[src/rtl/dma_desc_sequencer.sv]
// dma_desc_sequencer: descriptor FIFO feeding an AXI4-Lite master that programs
// a DMA engine (SRC, DST, LEN, CTRL), waits for its interrupt, reads STATUS,
// clears the interrupt and emits one completion record per descriptor.
// Optional build macro: DESC_TIMEOUT_EN adds a WAIT_IRQ watchdog that reports 4'hF.
module dma_desc_sequencer #(
  parameter int          QUEUE_DEPTH    = 4,
  parameter logic [31:0] REG_CTRL_OFF   = 32'h00,
  parameter logic [31:0] REG_SRC_OFF    = 32'h04,
  parameter logic [31:0] REG_DST_OFF    = 32'h08,
  parameter logic [31:0] REG_LEN_OFF    = 32'h0C,
  parameter logic [31:0] REG_STAT_OFF   = 32'h10,
  parameter logic [31:0] REG_ICLR_OFF   = 32'h14,
  parameter int          TIMEOUT_CYCLES = 200000
) (
  input  logic                           clk,
  input  logic                           rst,
  input  logic                           desc_valid,
  output logic                           desc_ready,
  input  logic [31:0]                    desc_src,
  input  logic [31:0]                    desc_dst,
  input  logic [31:0]                    desc_len,
  output logic                           cmpl_valid,
  input  logic                           cmpl_ready,
  output logic [3:0]                     cmpl_status,
  output logic                           busy,
  output logic [$clog2(QUEUE_DEPTH):0]   q_level,
  input  logic                           intr_pend,
  output logic [31:0]                    m_axil_awaddr,
  output logic                           m_axil_awvalid,
  input  logic                           m_axil_awready,
  output logic [31:0]                    m_axil_wdata,
  output logic [3:0]                     m_axil_wstrb,
  output logic                           m_axil_wvalid,
  input  logic                           m_axil_wready,
  input  logic [1:0]                     m_axil_bresp,
  input  logic                           m_axil_bvalid,
  output logic                           m_axil_bready,
  output logic [31:0]                    m_axil_araddr,
  output logic                           m_axil_arvalid,
  input  logic                           m_axil_arready,
  input  logic [31:0]                    m_axil_rdata,
  input  logic [1:0]                     m_axil_rresp,
  input  logic                           m_axil_rvalid,
  output logic                           m_axil_rready
);

  localparam int PW = $clog2(QUEUE_DEPTH);

  typedef enum logic [3:0] {
    IDLE, WR_SRC, WR_DST, WR_LEN, WR_CTRL, WAIT_IRQ, RD_STAT, WR_ICLR, CMPL
  } state_t;

  localparam logic [3:0] ST_BUS_ERR = 4'hE;

  // descriptor FIFO
  logic [31:0]   fifo_src_q [QUEUE_DEPTH];
  logic [31:0]   fifo_dst_q [QUEUE_DEPTH];
  logic [31:0]   fifo_len_q [QUEUE_DEPTH];
  logic [PW-1:0] wr_ptr_q, wr_ptr_d, rd_ptr_q, rd_ptr_d;
  logic [PW:0]   count_q, count_d;
  logic          push, pop;

  // sequencer state
  state_t      state_q, state_d;
  logic        awvalid_q, awvalid_d, wvalid_q, wvalid_d, arvalid_q, arvalid_d;
  logic [31:0] awaddr_q, awaddr_d, wdata_q, wdata_d, araddr_q, araddr_d;
  logic [31:0] dst_q, dst_d, len_q, len_d;
  logic [3:0]  stat_q, stat_d;

  // write launch request decoded by the FSM
  logic        wr_go;
  logic [31:0] wr_addr, wr_data;
  logic        wr_done, b_err;

  // only the low status nibble is meaningful
  logic unused_rdata_hi;
  assign unused_rdata_hi = ^m_axil_rdata[31:4];

  assign desc_ready = (count_q != (PW+1)'(QUEUE_DEPTH));
  assign push       = desc_valid && desc_ready;
  assign q_level    = count_q;
  assign busy       = (state_q != IDLE) || (count_q != '0);

  // FIFO pointer and occupancy update; pointers wrap naturally at the power-of-2 depth
  always_comb begin
    wr_ptr_d = wr_ptr_q;
    rd_ptr_d = rd_ptr_q;
    count_d  = count_q;
    if (push) wr_ptr_d = wr_ptr_q + PW'(1);
    if (pop)  rd_ptr_d = rd_ptr_q + PW'(1);
    case ({push, pop})
      2'b10:   count_d = count_q + (PW+1)'(1);
      2'b01:   count_d = count_q - (PW+1)'(1);
      default: count_d = count_q;
    endcase
  end

  // FIFO control registers
  always_ff @(posedge clk) begin
    if (rst) begin
      wr_ptr_q <= '0;
      rd_ptr_q <= '0;
      count_q  <= '0;
    end else begin
      wr_ptr_q <= wr_ptr_d;
      rd_ptr_q <= rd_ptr_d;
      count_q  <= count_d;
    end
  end

  // FIFO storage; contents are don't-care while their slot is empty
  always_ff @(posedge clk) begin
    if (push) begin
      fifo_src_q[wr_ptr_q] <= desc_src;
      fifo_dst_q[wr_ptr_q] <= desc_dst;
      fifo_len_q[wr_ptr_q] <= desc_len;
    end
  end

`ifdef DESC_TIMEOUT_EN
  localparam int TW = $clog2(TIMEOUT_CYCLES + 1);
  logic [TW-1:0] tmo_q, tmo_d;
  logic          tmo_hit;

  assign tmo_hit = (tmo_q == TW'(TIMEOUT_CYCLES - 1));

  // watchdog counts cycles spent in WAIT_IRQ and sits at zero elsewhere
  always_comb begin
    tmo_d = '0;
    if (state_q == WAIT_IRQ) tmo_d = tmo_q + TW'(1);
  end

  // watchdog register
  always_ff @(posedge clk) begin
    if (rst) tmo_q <= '0;
    else     tmo_q <= tmo_d;
  end
`else
  localparam int unused_timeout_cycles = TIMEOUT_CYCLES;
`endif

  // next-state, bus launch and completion-status logic
  always_comb begin
    state_d   = state_q;
    awvalid_d = awvalid_q && !m_axil_awready;
    wvalid_d  = wvalid_q  && !m_axil_wready;
    arvalid_d = arvalid_q && !m_axil_arready;
    awaddr_d  = awaddr_q;
    wdata_d   = wdata_q;
    araddr_d  = araddr_q;
    dst_d     = dst_q;
    len_d     = len_q;
    stat_d    = stat_q;
    pop       = 1'b0;
    wr_go     = 1'b0;
    wr_addr   = '0;
    wr_data   = '0;
    // B is only meaningful once both the address and data handshakes are behind us
    wr_done   = m_axil_bvalid && !awvalid_q && !wvalid_q;
    b_err     = (m_axil_bresp != 2'b00);

    case (state_q)
      IDLE: begin
        if (count_q != '0) begin
          pop   = 1'b1;
          dst_d = fifo_dst_q[rd_ptr_q];
          len_d = fifo_len_q[rd_ptr_q];
          if (fifo_len_q[rd_ptr_q] == 32'd0) begin
            stat_d  = 4'h0;
            state_d = CMPL;
          end else begin
            wr_go   = 1'b1;
            wr_addr = REG_SRC_OFF;
            wr_data = fifo_src_q[rd_ptr_q];
            state_d = WR_SRC;
          end
        end
      end
      WR_SRC: begin
        if (wr_done) begin
          if (b_err) begin
            stat_d  = ST_BUS_ERR;
            state_d = CMPL;
          end else begin
            wr_go   = 1'b1;
            wr_addr = REG_DST_OFF;
            wr_data = dst_q;
            state_d = WR_DST;
          end
        end
      end
      WR_DST: begin
        if (wr_done) begin
          if (b_err) begin
            stat_d  = ST_BUS_ERR;
            state_d = CMPL;
          end else begin
            wr_go   = 1'b1;
            wr_addr = REG_LEN_OFF;
            wr_data = len_q;
            state_d = WR_LEN;
          end
        end
      end
      WR_LEN: begin
        if (wr_done) begin
          if (b_err) begin
            stat_d  = ST_BUS_ERR;
            state_d = CMPL;
          end else begin
            wr_go   = 1'b1;
            wr_addr = REG_CTRL_OFF;
            wr_data = 32'h1;
            state_d = WR_CTRL;
          end
        end
      end
      WR_CTRL: begin
        if (wr_done) begin
          if (b_err) begin
            stat_d  = ST_BUS_ERR;
            state_d = CMPL;
          end else begin
            state_d = WAIT_IRQ;
          end
        end
      end
      WAIT_IRQ: begin
        if (intr_pend) begin
          arvalid_d = 1'b1;
          araddr_d  = REG_STAT_OFF;
          state_d   = RD_STAT;
        end
`ifdef DESC_TIMEOUT_EN
        else if (tmo_hit) begin
          stat_d  = 4'hF;
          wr_go   = 1'b1;
          wr_addr = REG_ICLR_OFF;
          wr_data = 32'h1;
          state_d = WR_ICLR;
        end
`endif
      end
      RD_STAT: begin
        if (m_axil_rvalid && !arvalid_q) begin
          if (m_axil_rresp != 2'b00) begin
            stat_d  = ST_BUS_ERR;
            state_d = CMPL;
          end else begin
            stat_d  = m_axil_rdata[3:0];
            wr_go   = 1'b1;
            wr_addr = REG_ICLR_OFF;
            wr_data = 32'h1;
            state_d = WR_ICLR;
          end
        end
      end
      WR_ICLR: begin
        if (wr_done) begin
          if (b_err) stat_d = ST_BUS_ERR;
          state_d = CMPL;
        end
      end
      CMPL: begin
        if (cmpl_ready) state_d = IDLE;
      end
      default: state_d = IDLE;
    endcase

    if (wr_go) begin
      awvalid_d = 1'b1;
      wvalid_d  = 1'b1;
      awaddr_d  = wr_addr;
      wdata_d   = wr_data;
    end
  end

  // sequencer and bus registers
  always_ff @(posedge clk) begin
    if (rst) begin
      state_q   <= IDLE;
      awvalid_q <= 1'b0;
      wvalid_q  <= 1'b0;
      arvalid_q <= 1'b0;
      awaddr_q  <= '0;
      wdata_q   <= '0;
      araddr_q  <= '0;
      dst_q     <= '0;
      len_q     <= '0;
      stat_q    <= '0;
    end else begin
      state_q   <= state_d;
      awvalid_q <= awvalid_d;
      wvalid_q  <= wvalid_d;
      arvalid_q <= arvalid_d;
      awaddr_q  <= awaddr_d;
      wdata_q   <= wdata_d;
      araddr_q  <= araddr_d;
      dst_q     <= dst_d;
      len_q     <= len_d;
      stat_q    <= stat_d;
    end
  end

  assign m_axil_awaddr  = awaddr_q;
  assign m_axil_awvalid = awvalid_q;
  assign m_axil_wdata   = wdata_q;
  assign m_axil_wstrb   = 4'hF;
  assign m_axil_wvalid  = wvalid_q;
  assign m_axil_bready  = (state_q == WR_SRC) || (state_q == WR_DST) || (state_q == WR_LEN) ||
                          (state_q == WR_CTRL) || (state_q == WR_ICLR);
  assign m_axil_araddr  = araddr_q;
  assign m_axil_arvalid = arvalid_q;
  assign m_axil_rready  = (state_q == RD_STAT);
  assign cmpl_valid     = (state_q == CMPL);
  assign cmpl_status    = stat_q;

endmodule

[config.mk]
export PLATFORM = sky130hd
export DESIGN_NAME = dma_desc_sequencer
export DESIGN_NICKNAME = d
export VERILOG_FILES = /design/src/rtl/dma_desc_sequencer.sv
export SDC_FILE = /design/constraint.sdc
export NUM_CORES = 1
export LEC_CHECK = 0
export ABC_AREA = 1
export BUFFER_PORTS_ARGS = -buffer_cell sky130_fd_sc_hd__buf_2
export CORE_AREA = 2 2 201 203
export DETAILED_ROUTE_END_ITERATION = 8
export DIE_AREA = 0 0 203 205
export GPL_TIMING_DRIVEN = 0
export PLACE_DENSITY = 0.82
export SLEW_MARGIN = 20
export SYNTH_ARGS = -nofsm -noshare
export SYNTH_HDL_FRONTEND = slang
export SYNTH_SLANG_ARGS = --single-unit
[constraint.sdc]
create_clock -name clk -period 5.4 [get_ports clk]
set_input_delay 0.81 -clock clk [delete_from_list [all_inputs] [get_ports clk]]
set_output_delay 0.81 -clock clk [all_outputs]
set_load 0.005 [all_outputs]
==> impl_metrics.csv <==
group,metric,value,unit
power_and_ir_drop,power_frac_comb,33.0,%
power_and_ir_drop,leakage,9.35,nW
cts,cts_tree,"built",
sta,fmax,299,MHz
synthesis,synth_top_family_by_area,"simple AND/OR/NAND/NOR gates",
sta,period_needed,3.35,ns
synthesis,synth_seq_cells,504,
cts,cts.clk_slew.worst_paths,0.06,ns
cts,cts_buffer_depth,3,
critical_path,required,5.87,ns
critical_path,end_kind,"register",
run_status,status,"finished, final reports clean",
die,die_area,0.0416,mm²
cells_and_area,syn_to_final_growth,18.4,%
cells_and_area,layout_common_cells,"edfxtp_1 (384), nor2_1 (296), nand2_1 (276)",
place,place_congestion,0.904,
synthesis,postSynthCellCount,1849,
synthesis,synthTopCellsByArea,"edfxtp_1 (57%), dfxtp_1 (12%), nor2_1 (5.5%)",
synthesis,synth.largest_area_cell,"edfxtp_1",
cells_and_area,final_util,61.1,%
synthesis,synthDistinctLibCells,30,
place,hpwlAfterDp,38300,µm
cts,cts-resized-gates,0,
synthesis,synth_edf_count,384,
cts,cts_setup_buffers,0,
synthesis,yosys.area.top_type_share,56.7,%
routing,drc,0,
synthesis,synthSimpleGateAreaFrac,14.8,%
sta,slew_headroom,51.7,%
power_and_ir_drop,p_clk_share,26.0,%
die,rows,73,
power_and_ir_drop,total_power,12.9,mW
sta,setup_slack,2.05,ns
power_and_ir_drop,seqPwrFrac,41.0,%
synthesis,synth_xor_area_share,0,%
cells_and_area,fin_area,0.0241,mm²
global_routing,grt_max_degree,24,
sta,grt_setup_unrepaired,"false",
routing,first_iter_violations,1984,
sta,setup_viol,0,
global_routing,grt-ovfl-total,0,
cells_and_area,drive_above_1_share,17.2,%
global_routing,grt_pass1_vias,14500,
synthesis,synthFlopType,"edfxtp_1",
critical_path,cpMostUsedCell,"buf_2",
sta,hold_violations,0,
global_routing,grtUsageTotal,26.4,%
synthesis,synth_compound_area_share,9.92,%
critical_path,max_stage_delay,0.38,ns
synthesis,syn_area,0.0203,mm²
power_and_ir_drop,p_int,8.16,mW
cts,htree_levels,2,
routing,wirelength,55600,µm
critical_path,startpoint_type,"register",
place,io_buffers,163,
power_and_ir_drop,max-vdd-ir-drop,0.000381,V
cells_and_area,final_common_cell,"edfxtp_1",
min_path,hold_class,"in -> reg",
sta,worstMarginPinSlew,0.725,ns
global_routing,grt_pass1_wl,83200,µm
routing,vias,15200,
cells_and_area,nNetsFinal,2290,
place,placed_area,0.0225,mm²
critical_path,cp_cell_sequence,"inv_2 -> nand2_1 -> nor2_1 -> inv_1 -> nor2_2 -> buf_2 -> buf_2 -> buf_2 -> ha_1 -> inv_1 -> fa_1 -> a21oi_1 -> o21ai_0 -> o21ai_0 -> a21oi_1",
place,dpl_worst_slack,2.17,ns
routing,post_drt_wl_per_cell,20.5,µm
die,initial_utilization,51.7,%
die,fp.dieH,205,µm
sta,whs,0.421,ns
synthesis,avgSynthCellArea,11.0,µm²
power_and_ir_drop,power.density,536,mW/mm²
cts,clk_latency,0.61,ns
critical_path,crit_type,"reg -> reg",
cts,cts.root.buffer_cell,"clkbuf_16",
critical_path,path_delay_family,"buffers and inverters",
cts,numCtsBuffers,49,
flow_run,max_cap_viol_count,0,
cts,clock-sinks,504,
sta,fin_worst_skew,0.0244,ns
die,chipWidth,203,µm
critical_path,timing.critical_path.buf_inv,6,
routing,viasPerCell,5.60,
critical_path,crit_arrival,3.82,ns
critical_path,worst_path_max_delay_cell,"dfxtp_1",
global_routing,antenna_found_initial,11,
die,num_io_pins,257,
sta,period_share,62.0,%
power_and_ir_drop,switchingPower,4.75,mW
cts,cts_hold_buf,0,
synthesis,ys_warn_count,0,
synthesis,muxShareOfSynthArea,0,%
critical_path,cp_max_fo,10,
critical_path,r2r_slack,2.05,ns
synthesis,synthArstFlopShare,0,%
synthesis,ys_seq_area_share,68.5,%
die,core-area,0.0394,mm²
cells_and_area,num-fill-cells,3002,
synthesis,synthAdderAreaFrac,0.406,%
sta,drv_slew,0,
power_and_ir_drop,p_sw_share,36.8,%
routing,antenna_left,0,
routing,drtPass1Iterations,8,
cells in the mapped netlist (all sizes together), types with 32 or more instances:
cell type	count
edfxtp	384
clkbuf	60
a31oi	34
buf	115
nor2	302
o22ai	32
o21ai	205
nand3b	33
inv	71
nand2	279
dfxtp	120
nand3	106
a21oi	58
metrics by stage:
step | TNS, ns | cells
floorplan | -51.47 | 1911
global placement | -1225.09 | 2599
detailed placement | 0 | 2616
CTS | 0 | 2707
global route | 0 | 2713
finish | 0 | 2717
state kept, by name, indices dropped and copies added (netlist names), named ones only:
| name | count |
|---|---|
| m_axil_wvalid | 1 |
| fifo_dst_q | 128 |
| m_axil_araddr | 1 |
| wr_ptr_q | 2 |
| m_axil_awaddr | 3 |
| len_q | 32 |
| m_axil_awvalid | 1 |
| state_q | 4 |
| q_level | 3 |
| dst_q | 32 |
| fifo_len_q | 128 |
| fifo_src_q | 128 |
| rd_ptr_q | 2 |
| m_axil_arvalid | 1 |
| m_axil_wdata | 32 |
| cmpl_status | 4 |
final timing paths:
kind                         start           endpoint  depth (start not counted)
setup / recovery        state_q[0]         q_level[2]                         15
hold / removal        desc_src[25]  fifo_src_q[0][25]                          1
setup reg to reg        state_q[0]         q_level[2]                         15
hold reg to reg   m_axil_araddr[4]   m_axil_araddr[4]                          2
kinds of logic after synthesis:
| group | Yosys count |
|---|---|
| buffers and inverters | 248 |
| other | 2 |
| AO/OA/AOI/OAI | 362 |
| flip-flops | 504 |
| AND/OR/NAND/NOR | 727 |
| adder cells (fa/ha/maj) | 6 |
routing by layer:
layer	wire length [µm]	GRT usage [%]	vias to the layer above
met4	2370	12.0	6
met3	5790	6.41	140
met2	26600	43.4	951
met1	20800	33.2	7207
li1	-	-	6909
met5	37	0	-
area by class of cell:
class	instances	area (µm²)	share of cell area, %
inverters	73	279	1.16
well taps	525	657	2.73
repair buffers	180	1220	5.08
clock inverters	17	186	0.775
plain buffers	175	1000	4.15
clock buffers	74	1380	5.71
multi-input cells	1159	5390	22.4
flip-flops and latches	504	13900	57.9
diodes	10	25.0	0.104
power by group through the flow:
stage               Clock, mW  Combinational, mW  Sequential (mW)
finish                   3.35               4.26             5.29
floorplan                   0               2.64             5.23
global route             3.52               4.68             5.33
CTS                      3.38               4.19             5.27
global placement            0               3.91             5.40
detailed placement          0               4.13             5.34
Power figures use the tool's default switching activity.
